### src/rtl/mux_lane_arbiter_pkg.sv
// mux_lane_arbiter_pkg
// Shared definitions for the lane arbiter: lane geometry, FSM state
// encoding, and the round-robin priority pick used by the arbiter.
package mux_lane_arbiter_pkg;

    localparam int NUM_LANES  = 4;
    localparam int LANE_W     = 2;
    localparam int CNT_W      = 8;
    localparam int LANE_IDX_W = 2;
    localparam int SEL_W      = 3;
    localparam int DATA_W     = NUM_LANES * LANE_W;

    typedef enum logic {
        ST_IDLE = 1'b0,
        ST_BUSY = 1'b1
    } state_t;

    typedef struct packed {
        logic                  found;
        logic [LANE_IDX_W-1:0] lane;
    } rr_pick_t;

    // First eligible lane found when searching upward (mod NUM_LANES) from
    // ptr. The loop runs from the farthest offset down so the nearest
    // eligible lane is the last one written and therefore wins.
    function automatic rr_pick_t rr_pick(
        input logic [NUM_LANES-1:0]  elig,
        input logic [LANE_IDX_W-1:0] ptr
    );
        rr_pick_t              res;
        logic [LANE_IDX_W-1:0] idx;
        res.found = 1'b0;
        res.lane  = '0;
        for (int i = NUM_LANES - 1; i >= 0; i--) begin
            idx = ptr + LANE_IDX_W'(i);
            if (elig[idx]) begin
                res.found = 1'b1;
                res.lane  = idx;
            end
        end
        return res;
    endfunction

    function automatic logic [NUM_LANES-1:0] lane_onehot(
        input logic [LANE_IDX_W-1:0] lane
    );
        return NUM_LANES'(1) << lane;
    endfunction

endpackage

### src/rtl/mux_lane_arbiter_lane_select.sv
// lane_select
// Combinational slice selector: returns the LANE_W-bit slice of data_in
// belonging to the given lane index.
//   data_in   : packed lanes, lane i at [LANE_W*i +: LANE_W]
//   lane      : lane index to extract
//   lane_data : selected slice
module lane_select
    import mux_lane_arbiter_pkg::*;
(
    input  logic [DATA_W-1:0]     data_in,
    input  logic [LANE_IDX_W-1:0] lane,
    output logic [LANE_W-1:0]     lane_data
);

    always_comb begin
        lane_data = '0;
        for (int i = 0; i < NUM_LANES; i++) begin
            if (lane == LANE_IDX_W'(i)) begin
                lane_data = data_in[i*LANE_W +: LANE_W];
            end
        end
    end

endmodule

### src/rtl/mux_lane_arbiter.sv
// mux_lane_arbiter
// Round-robin scheduler sharing one 2-bit output channel among four lanes.
// Captures the winning lane's slice into a registered output held under a
// valid/ready handshake, pulses a one-cycle ack to the served lane, and
// counts completed transfers.
//   clk, rst   : clock, asynchronous active-high reset
//   req        : per-lane request level
//   lane_mask  : per-lane enable, masked lanes never win
//   data_in    : packed lane payloads
//   sel        : {1'b0, lane} of the current grant
//   data_out   : registered payload of the granted lane
//   out_valid  : data_out holds an unconsumed transfer
//   out_ready  : downstream accept
//   ack        : one-hot, one-cycle pulse after a lane's transfer is accepted
//   xfer_cnt   : completed transfers, wraps silently
//
// state | meaning
// ------+-----------------------------------------------
// IDLE  | nothing held, arbitrate every cycle
// BUSY  | transfer held in data_out, out_valid high
module mux_lane_arbiter
    import mux_lane_arbiter_pkg::*;
(
    input  logic                 clk,
    input  logic                 rst,
    input  logic [NUM_LANES-1:0] req,
    input  logic [NUM_LANES-1:0] lane_mask,
    input  logic [DATA_W-1:0]    data_in,
    output logic [SEL_W-1:0]     sel,
    output logic [LANE_W-1:0]    data_out,
    output logic                 out_valid,
    input  logic                 out_ready,
    output logic [NUM_LANES-1:0] ack,
    output logic [CNT_W-1:0]     xfer_cnt
);

    state_t                state_q,  state_d;
    logic [LANE_IDX_W-1:0] rr_ptr_q, rr_ptr_d;
    logic [LANE_IDX_W-1:0] grant_q,  grant_d;
    logic [LANE_W-1:0]     data_q,   data_d;
    logic [NUM_LANES-1:0]  ack_q,    ack_d;
    logic [CNT_W-1:0]      cnt_q,    cnt_d;

    logic                  accept;
    logic [NUM_LANES-1:0]  excl;
    logic [NUM_LANES-1:0]  elig;
    logic [LANE_IDX_W-1:0] search_ptr;
    rr_pick_t              pick;
    logic [LANE_W-1:0]     pick_data;

    // On an accept the search already uses the advanced pointer and skips
    // the lane just served; its req is still high until it sees ack, so
    // without the exclusion it would be granted a duplicate transfer.
    assign accept     = (state_q == ST_BUSY) && out_ready;
    assign excl       = accept ? lane_onehot(grant_q) : '0;
    assign search_ptr = accept ? grant_q + LANE_IDX_W'(1) : rr_ptr_q;
    assign elig       = req & lane_mask & ~excl;
    assign pick       = rr_pick(elig, search_ptr);

    lane_select u_lane_select (
        .data_in   (data_in),
        .lane      (pick.lane),
        .lane_data (pick_data)
    );

    always_ff @(posedge clk or posedge rst) begin
        if (rst) begin
            state_q  <= ST_IDLE;
            rr_ptr_q <= '0;
            grant_q  <= '0;
            data_q   <= '0;
            ack_q    <= '0;
            cnt_q    <= '0;
        end else begin
            state_q  <= state_d;
            rr_ptr_q <= rr_ptr_d;
            grant_q  <= grant_d;
            data_q   <= data_d;
            ack_q    <= ack_d;
            cnt_q    <= cnt_d;
        end
    end

    always_comb begin
        state_d  = state_q;
        rr_ptr_d = rr_ptr_q;
        grant_d  = grant_q;
        data_d   = data_q;
        ack_d    = '0;
        cnt_d    = cnt_q;
        case (state_q)
            ST_IDLE: begin
                if (pick.found) begin
                    state_d = ST_BUSY;
                    grant_d = pick.lane;
                    data_d  = pick_data;
                end
            end
            ST_BUSY: begin
                if (out_ready) begin
                    ack_d    = lane_onehot(grant_q);
                    cnt_d    = cnt_q + CNT_W'(1);
                    rr_ptr_d = search_ptr;
                    if (pick.found) begin
                        grant_d = pick.lane;
                        data_d  = pick_data;
                    end else begin
                        state_d = ST_IDLE;
                    end
                end
            end
            default: state_d = ST_IDLE;
        endcase
    end

    assign sel       = {1'b0, grant_q};
    assign data_out  = data_q;
    assign out_valid = (state_q == ST_BUSY);
    assign ack       = ack_q;
    assign xfer_cnt  = cnt_q;

endmodule
### config.mk
export PLATFORM = sky130hd
export DESIGN_NAME = mux_lane_arbiter
export DESIGN_NICKNAME = d
export VERILOG_FILES = /design/src/rtl/mux_lane_arbiter_pkg.sv /design/src/rtl/mux_lane_arbiter_lane_select.sv /design/src/rtl/mux_lane_arbiter.sv
export SDC_FILE = /design/constraint.sdc
export NUM_CORES = 1
export LEC_CHECK = 0
export BUFFER_PORTS_ARGS = -buffer_cell sky130_fd_sc_hd__buf_2
export CAP_MARGIN = 20
export CORE_MARGIN = 4
export CORE_UTILIZATION = 29
export DETAILED_ROUTE_END_ITERATION = 16
export HOLD_SLACK_MARGIN = 0.03
export PLACE_DENSITY = 0.57
export SYNTH_ARGS = -nofsm -noshare
export SYNTH_HDL_FRONTEND = slang
export SYNTH_HIERARCHICAL = 1
export SYNTH_SLANG_ARGS = --single-unit
### constraint.sdc
create_clock -name clk -period 5.4 [get_ports clk]
set_input_delay 0.27 -clock clk [delete_from_list [all_inputs] [get_ports clk]]
set_output_delay 0.27 -clock clk [all_outputs]
set_load 0.01 [all_outputs]
# Word level (Yosys, flattened, before mapping)
# Index checks and enable logic that the tools add are counted.
# Widths: inputs -> output; s select.
[word_totals]
ff_bits = 19
inputBits = 19
output_inout_bits = 18
elab_cells = 56
[op_classes]
n_addsub = 5
n_lt_le_gt_ge = 4
eq_ne = 4
shift = 1
muxes = 29
bitwise = 4
reduce_logical = 3
[ops]
columns = ["operator", "n"]
rows = [
  ["$mux 2", 9],
  ["$lt 2x3->1 const B", 4],
  ["$mux 3", 4],
  ["$mux 4", 3],
  ["$add 8x1->8 const B", 1],
  ["$and 4x4->4", 2],
  ["$bmux 1 s2", 4],
  ["$pmux 2 s2", 2],
  ["$mux 1", 6],
  ["$add 2x1->2 const B", 2],
  ["$add 2x2->2 const B", 2],
  ["$eq 2x2->1 const B", 2],
  ["$not 4->4", 1],
  ["$shl 1x2->4 const A", 1],
  ["$eq 2x1->1 const B", 1],
  ["$logic_not 2->1", 1],
  ["$ne 2x2->1 const B", 1],
  ["$pmux 1 s2", 1],
  ["$reduce_and 2->1", 1],
  ["$logic_and 1x1->1", 1],
  ["$not 1->1", 1],
]

# Longest topological paths before layout
[logic_depth]
ltp_word = 18
mapped_depth = 8
mapped_depth_nobuf = 8

# Cells and area by module
# The synthesis kept the hierarchy.
[modules_own_cells]
columns = ["module", "instances", "cells_per_inst", "area_each_um2", "seq_area_each_um2"]
rows = [
  ["mux_lane_arbiter", 1, 93, 1052.3, 475.5],
  ["lane_select", 1, 2, 52.6, 0.0],
]

# Worst setup path before layout
# No wires, ideal clock.
[synth_path]
path_kind = "reg-to-reg"
from = "register grant_q[0]"
to = "register data_q[0] (netlist: data_out[0])"
setup_time_ps = 125
arrival_ps = 2458
t_required_ps = 5275
path_slack_ps = 2817
path_stages_with_launch = 9
n_path_buf = 0
period_less_slack_ps = 2583
cell_sequence = "dfrtp_1 inv_1 ha_1 and4_1 a31oi_1 o22ai_1 a211oi_1 mux4_1 mux2_4"
[synth_rtl]
columns = ["item", "line_no", "source"]
rows = [
  ["start, declared", "mux_lane_arbiter.sv:39", "logic [LANE_IDX_W-1:0] grant_q, grant_d;"],
  ["start signal, assigned", "mux_lane_arbiter.sv:77", "grant_q <= grant_d;"],
  ["end signal, assigned", "mux_lane_arbiter.sv:78", "data_q <= data_d;"],
  ["end, declared", "mux_lane_arbiter.sv:40", "logic [LANE_W-1:0] data_q, data_d;"],
]

==> flow_metrics.tcl <==
set metrics [dict create \
    status "completed" \
    initial_core_util_pct 30.2 \
    holdWs_ns 0.127 \
    final_nets 156 \
    gr-usage-all-layers_pct 9.90 \
    grt_first_pass_wirelength_um 3860 \
    grt_overflow 0 \
    place_hpwl_um 1860 \
    tightest_slew_ns 0.723 \
    ant_nets 0 \
    final_core_util_pct 37.0 \
    synth_edf_count 0 \
    netlist_area_um2 1100 \
    io_pins 37 \
    critical_path_class "register to register" \
    ys_seq_elements 19 \
    cts_root_buf "clkbuf_8" \
    synthTopCellsByCount "dfrtp_1 (19), nand2_1 (9), inv_1 (7), ha_1 (5), xnor2_1 (5)" \
    rr_worst_depth 8 \
    n_fill_cell 379 \
    port_buffers 35 \
    critPathLaunchType "register" \
    drt-total-wl_um 2290 \
    syn_inst 95 \
    drc 0 \
    synth_nets 119 \
    powerDensity_nw_per_um2 424 \
    grt_pass1_vias 838 \
    max_freq_mhz 360 \
    synth.top_cell.area_share_pct 43.0 \
    antennaDiodeCount 0 \
    synth.top_cells.by_area "dfrtp_1 (43%), ha_1 (5.7%), mux4_1 (4.8%)" \
    postCtsSetupBuffers 0 \
    coreArea_um2 3660 \
    finalSetupViolations 0 \
    clkSinkCount 19 \
    slew_headroom_pct 51.7 \
    row_count 22 \
    place_inst 175 \
    fin_skew_ns 0.00166 \
    wl_per_cell_um 12.8 \
    yosysMostFrequentCell "dfrtp_1" \
    ir_drop_mv 0.132 \
    tns_ns 0 \
    ctsResizeCount 0 \
    dr.pass1.iters 4 \
    finalCriticalPeriod_ns 2.78 \
    maxCapViolCount 0 \
    crit_fanout 9 \
    viasPerCell 4.70 \
    ys_types 39 \
    period_share_pct 51.5 \
    ys_seq_area_share_pct 43.0 \
    ys.flop_type "dfrtp_1" \
    grt_antenna_before_repair 0 \
    dr_total_vias 841 \
    async_reset_ff_share_pct 100 \
    yosysWarnings 6 \
    yosysTopAreaCell "dfrtp_1" \
    stdcell_count 179 \
    cts_tree "yes" \
    drive_above_1_share_pct 41.2 \
    place.gp.congestion 0.736 \
    hold_buffers 0 \
    rsz0062_at_grt "no" \
    avgSynthCellArea_um2 11.6 \
    p_leak_uw 0.000698 \
    path_clk_slew_ns 0.07 \
    die_area_um2 4860 \
    finalMaxSlewViolations 0 \
    ff2ff_setup_slack_ns 2.62 \
    die_width_um 69.7 \
    hold_viol 0 \
    r2r-end "data_out[1]" \
    h-tree-depth 1 \
    first_iter_violations 22 \
    syn_to_final_growth_pct 22.7 \
    worstSkewPairLatency_ns 0.25 \
    rr_startpoint "grant_q[0]" \
    critPathRequiredTime_ns 5.54 \
    clk_path_buf_depth 2 \
    grt_max_degree 20 \
    die_h_um 69.7 \
    critPathCaptureType "register" \
    critical_path_arrival_ns 2.92 \
    hold_class "input port to asynchronous set/reset pin" \
    cts_made_buffers 3 \
]
-- metal layers --
metal | GRT usage (%) | routed length, um | up-vias | part of all wire (%)
li1 | - | - | 407 | -
met1 | 13.1 | 1020 | 405 | 44
met2 | 15.9 | 1110 | 29 | 49
met3 | 2.75 | 161 | 0 | 7.0
met4 | 2.55 | 0 | 0 | 0
met5 | 0 | 0 | - | 0
-- critical path: stages, from the launching register on --
cell and delay, ns:
dfrtp_1 0.47, inv_1 0.10, ha_1 0.34, and4_1 0.18
a31oi_1 0.13, o22ai_1 0.10, a211oi_1 0.45, mux4_1 0.62
mux2_4 0.27
-- power breakdown --
part	total (uW)	switching, uW	internal [uW]
Sequential	241	51.0	190
Combinational	236	114	122
Clock	97.9	45.6	52.4
Total	575	211	364
-- stage by stage --
step	area, um^2	setup slack (ns)	total power [uW]
2_1_floorplan	1100	2.82	402
3_3_place_gp	1310	2.71	476
3_5_place_dp	1310	2.61	483
4_1_cts	1360	2.59	585
5_1_grt	1360	2.43	624
6_report	1360	2.62	575
-- cells by family (layout without fill, tap and decap cells) --
group | count (synthesis) | after routing | share of synthesized area [%]
adder cells (fa/ha/maj) | 5 | 5 | 5.66
multiplexers | 6 | 6 | 9.74
other | 1 | 1 | 0.339
XOR/XNOR | 7 | 7 | 5.55
AO/OA/AOI/OAI | 12 | 12 | 7.47
flip-flops | 19 | 19 | 43.0
AND/OR/NAND/NOR | 35 | 35 | 23.1
buffers and inverters | 10 | 46 | 5.10
-- state kept, by name (all words and copies together), names as in the netlist --
register / cells
xfer_cnt: 8
grant_q: 2
out_valid: 1
ack: 4
data_out: 2
rr_ptr_q: 2
-- cell type report --
cell class | instances | area (um^2) | area share (%)
Clock buffer | 4 | 45.0 | 3.32
Inverter | 7 | 26.3 | 1.94
Multi-Input combinational cell | 66 | 573 | 42.3
Sequential cell | 19 | 475 | 35.1
Tap cell | 48 | 60.1 | 4.43
Timing Repair Buffer | 35 | 175 | 12.9
-- layout by cell type (no fill, tap or decap), types with 2 or more instances in the layout --
| cell type | netlist | layout |
|---|---|---|
| a211oi_1 | 2 | 2 |
| inv_1 | 7 | 7 |
| nor2_1 | 3 | 3 |
| a31oi_1 | 2 | 2 |
| mux2_4 | 3 | 3 |
| ha_1 | 5 | 5 |
| nand3_1 | 3 | 3 |
| mux4_1 | 2 | 2 |
| o22ai_1 | 2 | 2 |
| nand4_1 | 2 | 2 |
| buf_2 | 0 | 35 |
| and3_4 | 3 | 3 |
| dfrtp_1 | 19 | 19 |
| xor2_1 | 2 | 2 |
| xnor2_1 | 5 | 5 |
| nor2_2 | 2 | 2 |
| nand2_1 | 9 | 9 |
| clkbuf_8 | 0 | 3 |
-- how the worst max path moves through the flow --
stage / slack [ns] / depth (start not counted) / to / startpoint
final: 2.62 / 8 / data_out[1] / grant_q[0]
after global routing: 2.43 / 8 / data_out[1] / grant_q[0]
after CTS: 2.59 / 8 / data_out[1] / grant_q[0]
after detailed placement: 2.61 / 8 / data_out[1] / grant_q[0]
after global placement: 2.71 / 8 / data_out[0] / grant_q[0]
after floorplan: 2.82 / 8 / data_out[0] / grant_q[0]
Note: power is estimated with default switching activity, not from simulation.
